**config.mk**
```make
export PLATFORM = sky130hd
export DESIGN_NAME = reg_file_mp
export DESIGN_NICKNAME = d
export VERILOG_FILES = /design/src/rtl/reg_file_pkg.sv /design/src/rtl/reg_file_init_seq.sv /design/src/rtl/reg_file_mp.sv
export SDC_FILE = /design/constraint.sdc
export NUM_CORES = 2
export LEC_CHECK = 0
export CAP_MARGIN = 20
export CELL_PAD_IN_SITES_DETAIL_PLACEMENT = 0
export CELL_PAD_IN_SITES_GLOBAL_PLACEMENT = 1
export CORE_ASPECT_RATIO = 2
export CORE_MARGIN = 1
export CORE_UTILIZATION = 50
export DETAILED_ROUTE_END_ITERATION = 8
export PLACE_DENSITY = 0.9
export REMOVE_ABC_BUFFERS = 1
export SYNTH_ARGS = -nofsm -noshare
export SYNTH_HDL_FRONTEND = slang
export SYNTH_SLANG_ARGS = --single-unit
```
**constraint.sdc**
```tcl
create_clock -name clk_i -period 3.1 [get_ports clk_i]
set_clock_uncertainty 0.2 [all_clocks]
set_input_delay 0.465 -clock clk_i [delete_from_list [all_inputs] [get_ports clk_i]]
set_output_delay 0.465 -clock clk_i [all_outputs]
set_load 0.005 [all_outputs]
```
**src/rtl/reg_file_pkg.sv**
```systemverilog
// Shared types and helpers for the multi-port register file and its init sequencer.
package reg_file_pkg;

   typedef enum logic {
      ST_INIT = 1'b0,
      ST_RUN  = 1'b1
   } rf_state_t;

   // Value the init sweep loads into register idx; callers truncate to their data width.
   function automatic logic [63:0] rf_init_val(input int idx, input int sp_idx,
                                               input logic [63:0] sp_init);
      logic [63:0] v;
      if (idx == sp_idx) begin
         v = sp_init;
      end else begin
         v = 64'd0;
      end
      return v;
   endfunction

endpackage

```
**src/rtl/reg_file_init_seq.sv**
```systemverilog
// Init sweep sequencer: walks every register once after reset or clear, then holds RUN.
module reg_file_init_seq
   import reg_file_pkg::*;
#(
   parameter int          ADDR_W  = 5,
   parameter int          DATA_W  = 32,
   parameter int          SP_IDX  = 29,
   parameter logic [63:0] SP_INIT = 64'd128
) (
   input  logic              clk_i,
   input  logic              rst_i,
   input  logic              clr_i,
   output logic              init_we_o,
   output logic [ADDR_W-1:0] init_addr_o,
   output logic [DATA_W-1:0] init_data_o,
   output logic              ready_o
);

   localparam int              DEPTH    = 2 ** ADDR_W;
   localparam logic [ADDR_W:0] LAST_CNT = (ADDR_W + 1)'(DEPTH - 1);
   localparam logic [ADDR_W:0] CNT_ONE  = (ADDR_W + 1)'(1);

   rf_state_t       state_q;
   logic [ADDR_W:0] cnt_q;
   logic            ready_q;

   // State, sweep counter and ready flag; clear restarts the sweep from either state.
   always_ff @(posedge clk_i) begin
      if (!rst_i) begin
         state_q <= ST_INIT;
         cnt_q   <= '0;
         ready_q <= 1'b0;
      end else begin
         case (state_q)
            ST_INIT: begin
               if (clr_i) begin
                  cnt_q <= '0;
               end else if (cnt_q == LAST_CNT) begin
                  state_q <= ST_RUN;
                  cnt_q   <= '0;
                  ready_q <= 1'b1;
               end else begin
                  cnt_q <= cnt_q + CNT_ONE;
               end
            end
            ST_RUN: begin
               if (clr_i) begin
                  state_q <= ST_INIT;
                  cnt_q   <= '0;
                  ready_q <= 1'b0;
               end
            end
            default: begin
               state_q <= ST_INIT;
               cnt_q   <= '0;
               ready_q <= 1'b0;
            end
         endcase
      end
   end

   // The reset edge itself must not touch the array.
   assign init_we_o   = (state_q == ST_INIT) && rst_i;
   assign init_addr_o = cnt_q[ADDR_W-1:0];
   assign init_data_o = DATA_W'(rf_init_val(int'(cnt_q), SP_IDX, SP_INIT));
   assign ready_o     = ready_q;

endmodule

```
**src/rtl/reg_file_mp.sv**
```systemverilog
// Two-read / two-write register file with optional zero register, write bypass and
// a sequential init sweep gating both reads and user writes.
module reg_file_mp
   import reg_file_pkg::*;
#(
   parameter int          DATA_W   = 32,
   parameter int          ADDR_W   = 5,
   parameter int          ZERO_REG = 1,
   parameter int          BYPASS   = 1,
   parameter int          SP_IDX   = 29,
   parameter logic [63:0] SP_INIT  = 64'd128
) (
   input  logic              clk_i,
   input  logic              rst_i,
   input  logic              clr_i,
   output logic              ready_o,
   input  logic [ADDR_W-1:0] RSaddr_i,
   input  logic [ADDR_W-1:0] RTaddr_i,
   output logic [DATA_W-1:0] RSdata_o,
   output logic [DATA_W-1:0] RTdata_o,
   input  logic [ADDR_W-1:0] WAaddr_i,
   input  logic [ADDR_W-1:0] WBaddr_i,
   input  logic [DATA_W-1:0] WAdata_i,
   input  logic [DATA_W-1:0] WBdata_i,
   input  logic              WAen_i,
   input  logic              WBen_i
);

   localparam int DEPTH = 2 ** ADDR_W;

   logic [DATA_W-1:0] mem_q [DEPTH];
   logic              init_we;
   logic [ADDR_W-1:0] init_addr;
   logic [DATA_W-1:0] init_data;
   logic              ready;
   logic              user_ok;
   logic              wa_ok;
   logic              wb_ok;

   reg_file_init_seq #(
      .ADDR_W  (ADDR_W),
      .DATA_W  (DATA_W),
      .SP_IDX  (SP_IDX),
      .SP_INIT (SP_INIT)
   ) u_init_seq (
      .clk_i       (clk_i),
      .rst_i       (rst_i),
      .clr_i       (clr_i),
      .init_we_o   (init_we),
      .init_addr_o (init_addr),
      .init_data_o (init_data),
      .ready_o     (ready)
   );

   // User writes only land in RUN and are dropped on reset or clear edges.
   assign user_ok = ready && rst_i && !clr_i;
   assign wa_ok   = user_ok && WAen_i && !((ZERO_REG != 0) && (WAaddr_i == '0));
   assign wb_ok   = user_ok && WBen_i && !((ZERO_REG != 0) && (WBaddr_i == '0));

   // Array update; later assignments win, so init dominates and B overrides A.
   always_ff @(posedge clk_i) begin
      if (wa_ok) begin
         mem_q[WAaddr_i] <= WAdata_i;
      end
      if (wb_ok) begin
         mem_q[WBaddr_i] <= WBdata_i;
      end
      if (init_we) begin
         mem_q[init_addr] <= init_data;
      end
   end

   function automatic logic [DATA_W-1:0] rd_sel(input logic [ADDR_W-1:0] a,
                                                input logic [DATA_W-1:0] arr_v);
      logic [DATA_W-1:0] v;
      if (!ready) begin
         v = '0;
      end else if ((ZERO_REG != 0) && (a == '0)) begin
         v = '0;
      end else if ((BYPASS != 0) && WBen_i && (WBaddr_i == a)) begin
         v = WBdata_i;
      end else if ((BYPASS != 0) && WAen_i && (WAaddr_i == a)) begin
         v = WAdata_i;
      end else begin
         v = arr_v;
      end
      return v;
   endfunction

   // Combinational read ports with bypass and zero-register masking.
   always_comb begin
      RSdata_o = rd_sel(RSaddr_i, mem_q[RSaddr_i]);
      RTdata_o = rd_sel(RTaddr_i, mem_q[RTaddr_i]);
   end

   assign ready_o = ready;

endmodule

```
==> out/results.ini <==
[clocking]
path_clk_slew_ns = 0.07
cts_tree = yes
cts_buffers = 91
clock_sinks = 1032
cts-root-buf = clkbuf_16
cts_hold_buf = 0
htree_num_levels = 3
insertion_delay_ns = 0.73
cts_buffer_depth = 3

[finish]
fin_nets = 5688
post-route-util = 0.6262
drive_gt1_frac = 0.3722
syn_to_final_growth_pct = 24.36
final_cell_mix = 1020 x mux2i_1, 919 x o2bb2ai_1, 893 x dfxtp_1
final_common_cell = mux2i_1
design_area_um2 = 76010
nFillCells = 8938

[logic_synthesis]
synth_area_um2 = 61120
syn_inst = 5268
synth_edf_count = 32
synthArstFlopShare = 0
synth.distinct_cells = 60
syn_avg_cell_area_um2 = 11.60
yosysSeqAreaShare = 0.3432
synth_seq_cells = 1032
synthFlopType = dfxtp_1
yosysWarnings = 0

[global_route]
grt_pass1_wl_mm = 397.6
grt_overflow_total = 0
grt_util_all_layers = 0.4454
grt_pass1_vias = 57202
antenna_found_initial = 9
grt_max_degree = 49

[route]
drt_first_pass_iters = 7
via_per_inst = 7.711
wl_mm = 282.1
drc = 0
routed-via-count = 55779
drtIter0Drc = 7504
antenna_left = 0
wl_per_cell_um = 39.00

[timing]
tightest_slew_ns = 0.7739
rsz0062_at_grt = true
period_share = 1.077
whs_ns = 0.2653
relSlewSlack = 0.4825
setup-violations-final = 34
min_period_ns = 3.338
hold_viol_final = 0
final_max_slew_viol_count = 0
max_clock_freq_ghz = 0.2995
worst_slack_ns = -0.2384

[floorplanning]
die_y_um = 496.5
die_x_um = 249.2
ioPinCount = 154
start_util = 0.5035
core_um2 = 121400
fp-row-count = 181
dieArea_um2 = 123700

[worst_hold_path]
hp-class = flip-flop to flip-flop

[placement]
place_area_um2 = 69950
dpl.hpwl_mm = 178.4
gp_congestion = 0.9850
portBuffers = 153

[power]
total_power_mw = 29.42
irDropWorstVdd_mv = 0.3993
p_per_area_nw_per_um2 = 387.1
p_leak_nw = 27.67

[outcome]
failed_checks = negative setup slack
status = finished, violations left

[setup_path]
slowest_stage = mux4_2
crit_chain = buf_16 > buf_16 > buf_4 > buf_4 > mux4_2 > mux4_2 > o21ai_2 > o31ai_2 > buf_2
crit_type = primary input to output port
rrSetupSlack_ns = 0.35
cp.required_ns = 2.43
cp.arrival_ns = 2.67
end_kind = output port
slowest_delay_ns = 0.65
critPathMaxFanout = 7
startpoint_type = primary input

[job]
drv_cap = 0

-- what timing repair did --
| item | 4_1_cts | 5_1_grt |
|---|---|---|
| gates cloned | 17 | 6 |
| buffers inserted | 76 | 52 |
| resized for setup | 552 | 165 |
| pin swaps | 101 | 77 |
| endpoints found under the setup margin | 64 | 62 |
-- sequential cells by signal, summed over array words and instances (netlist names) --
name / cells
mem_q: 1024
u_init_seq.cnt_q: 6
u_init_seq.ready_o: 1
u_init_seq.state_q: 1
-- Yosys cell counts, types with 10 or more instances --
library cell  instances  share of area
buf_2               209          0.017
nand3b_1             11         0.0014
buf_1                71         0.0044
o211a_1              31         0.0051
edfxtp_1             32          0.016
o21bai_1             25         0.0031
a211oi_1             31         0.0038
a22oi_1              65         0.0080
o22ai_1              96         0.0098
inv_1                14        0.00086
xnor2_1              13         0.0019
nor3_4               14         0.0037
and2_1               35         0.0036
mux2_2               33         0.0061
o31ai_1              32         0.0039
mux2i_1            1024           0.17
o21ai_1              63         0.0052
mux4_2              543           0.20
o2bb2ai_2            30         0.0074
buf_6                17         0.0031
o21ai_0              35         0.0029
o2bb2ai_1           932           0.13
nand2_1             108         0.0066
nor2_1              198          0.012
buf_4                19         0.0023
dfxtp_1            1000           0.33
inv_2                19         0.0012
or3_1                10         0.0010
clkbuf_1            460          0.028
-- worst max-delay path: cells and delay by family --
family          cells  cell delay, ns
compound gates      2            0.28
buf+inv             5            0.75
mux                 2            1.14
-- power by group --
part / internal [mW] / switching [mW]
logic: 1.38 / 2.03
clock network: 7.02 / 5.68
registers: 13.3 / 0.00337
-- final cells by class --
class | instances | area, um^2 | share of cell area
diodes | 7 | 17.52 | 0.0002305
clock buffers | 136 | 2751 | 0.03620
clock inverters | 34 | 469.2 | 0.006173
inverters | 33 | 123.9 | 0.001630
multi-input cells | 3427 | 38330 | 0.5043
flip-flops and latches | 1032 | 21120 | 0.2778
well taps | 1555 | 1946 | 0.02560
repair buffers | 1010 | 11250 | 0.1480
-- cells by family (layout without fill, tap and decap cells) --
family	after synthesis	in the layout	synth area share
buf+inv	809	1213	0.05721
mux	1603	1603	0.3744
other cells	0	7	0
simple gates	437	437	0.03588
flops	1032	1032	0.3432
compound gates	1361	1361	0.1853
fa+ha+maj	4	4	0.0008188
xor+xnor	22	22	0.003153
-- final timing paths --
| kind | from | endpoint | depth (start not counted) |
|---|---|---|---|
| worst max-delay path | RSaddr_i[0] | RSdata_o[19] | 9 |
| worst min-delay path | mem_q[24][3]$_SDFFE_PP0P_ | mem_q[24][3]$_SDFFE_PP0P_ | 1 |
| worst max register to register | u_init_seq.cnt_q[4]$_SDFFE_PN0P_ | mem_q[12][9]$_SDFFE_PP0P_ | 5 |
| worst min register to register | mem_q[24][3]$_SDFFE_PP0P_ | mem_q[24][3]$_SDFFE_PP0P_ | 1 |
-- metal layers --
layer  track usage  part of all wire  vias up
li1              -                 -    21378
met1        0.4583              0.30    27280
met2        0.6930              0.44     5102
met3        0.1604              0.13     2013
met4        0.4474              0.12        6
met5             0           0.00025        -
-- through the flow --
stage | cells | setup slack [ns] | setup TNS [ns]
after global routing | 7228 | -0.2304 | -3.097
final | 7234 | -0.2384 | -2.499
after global placement | 6913 | -0.8555 | -64.07
after floorplan | 4492 | -1.454 | -681.52
after detailed placement | 6913 | -0.7975 | -70.07
after CTS | 7175 | -0.2240 | -1.798
Note: power is estimated with default switching activity, not from simulation.
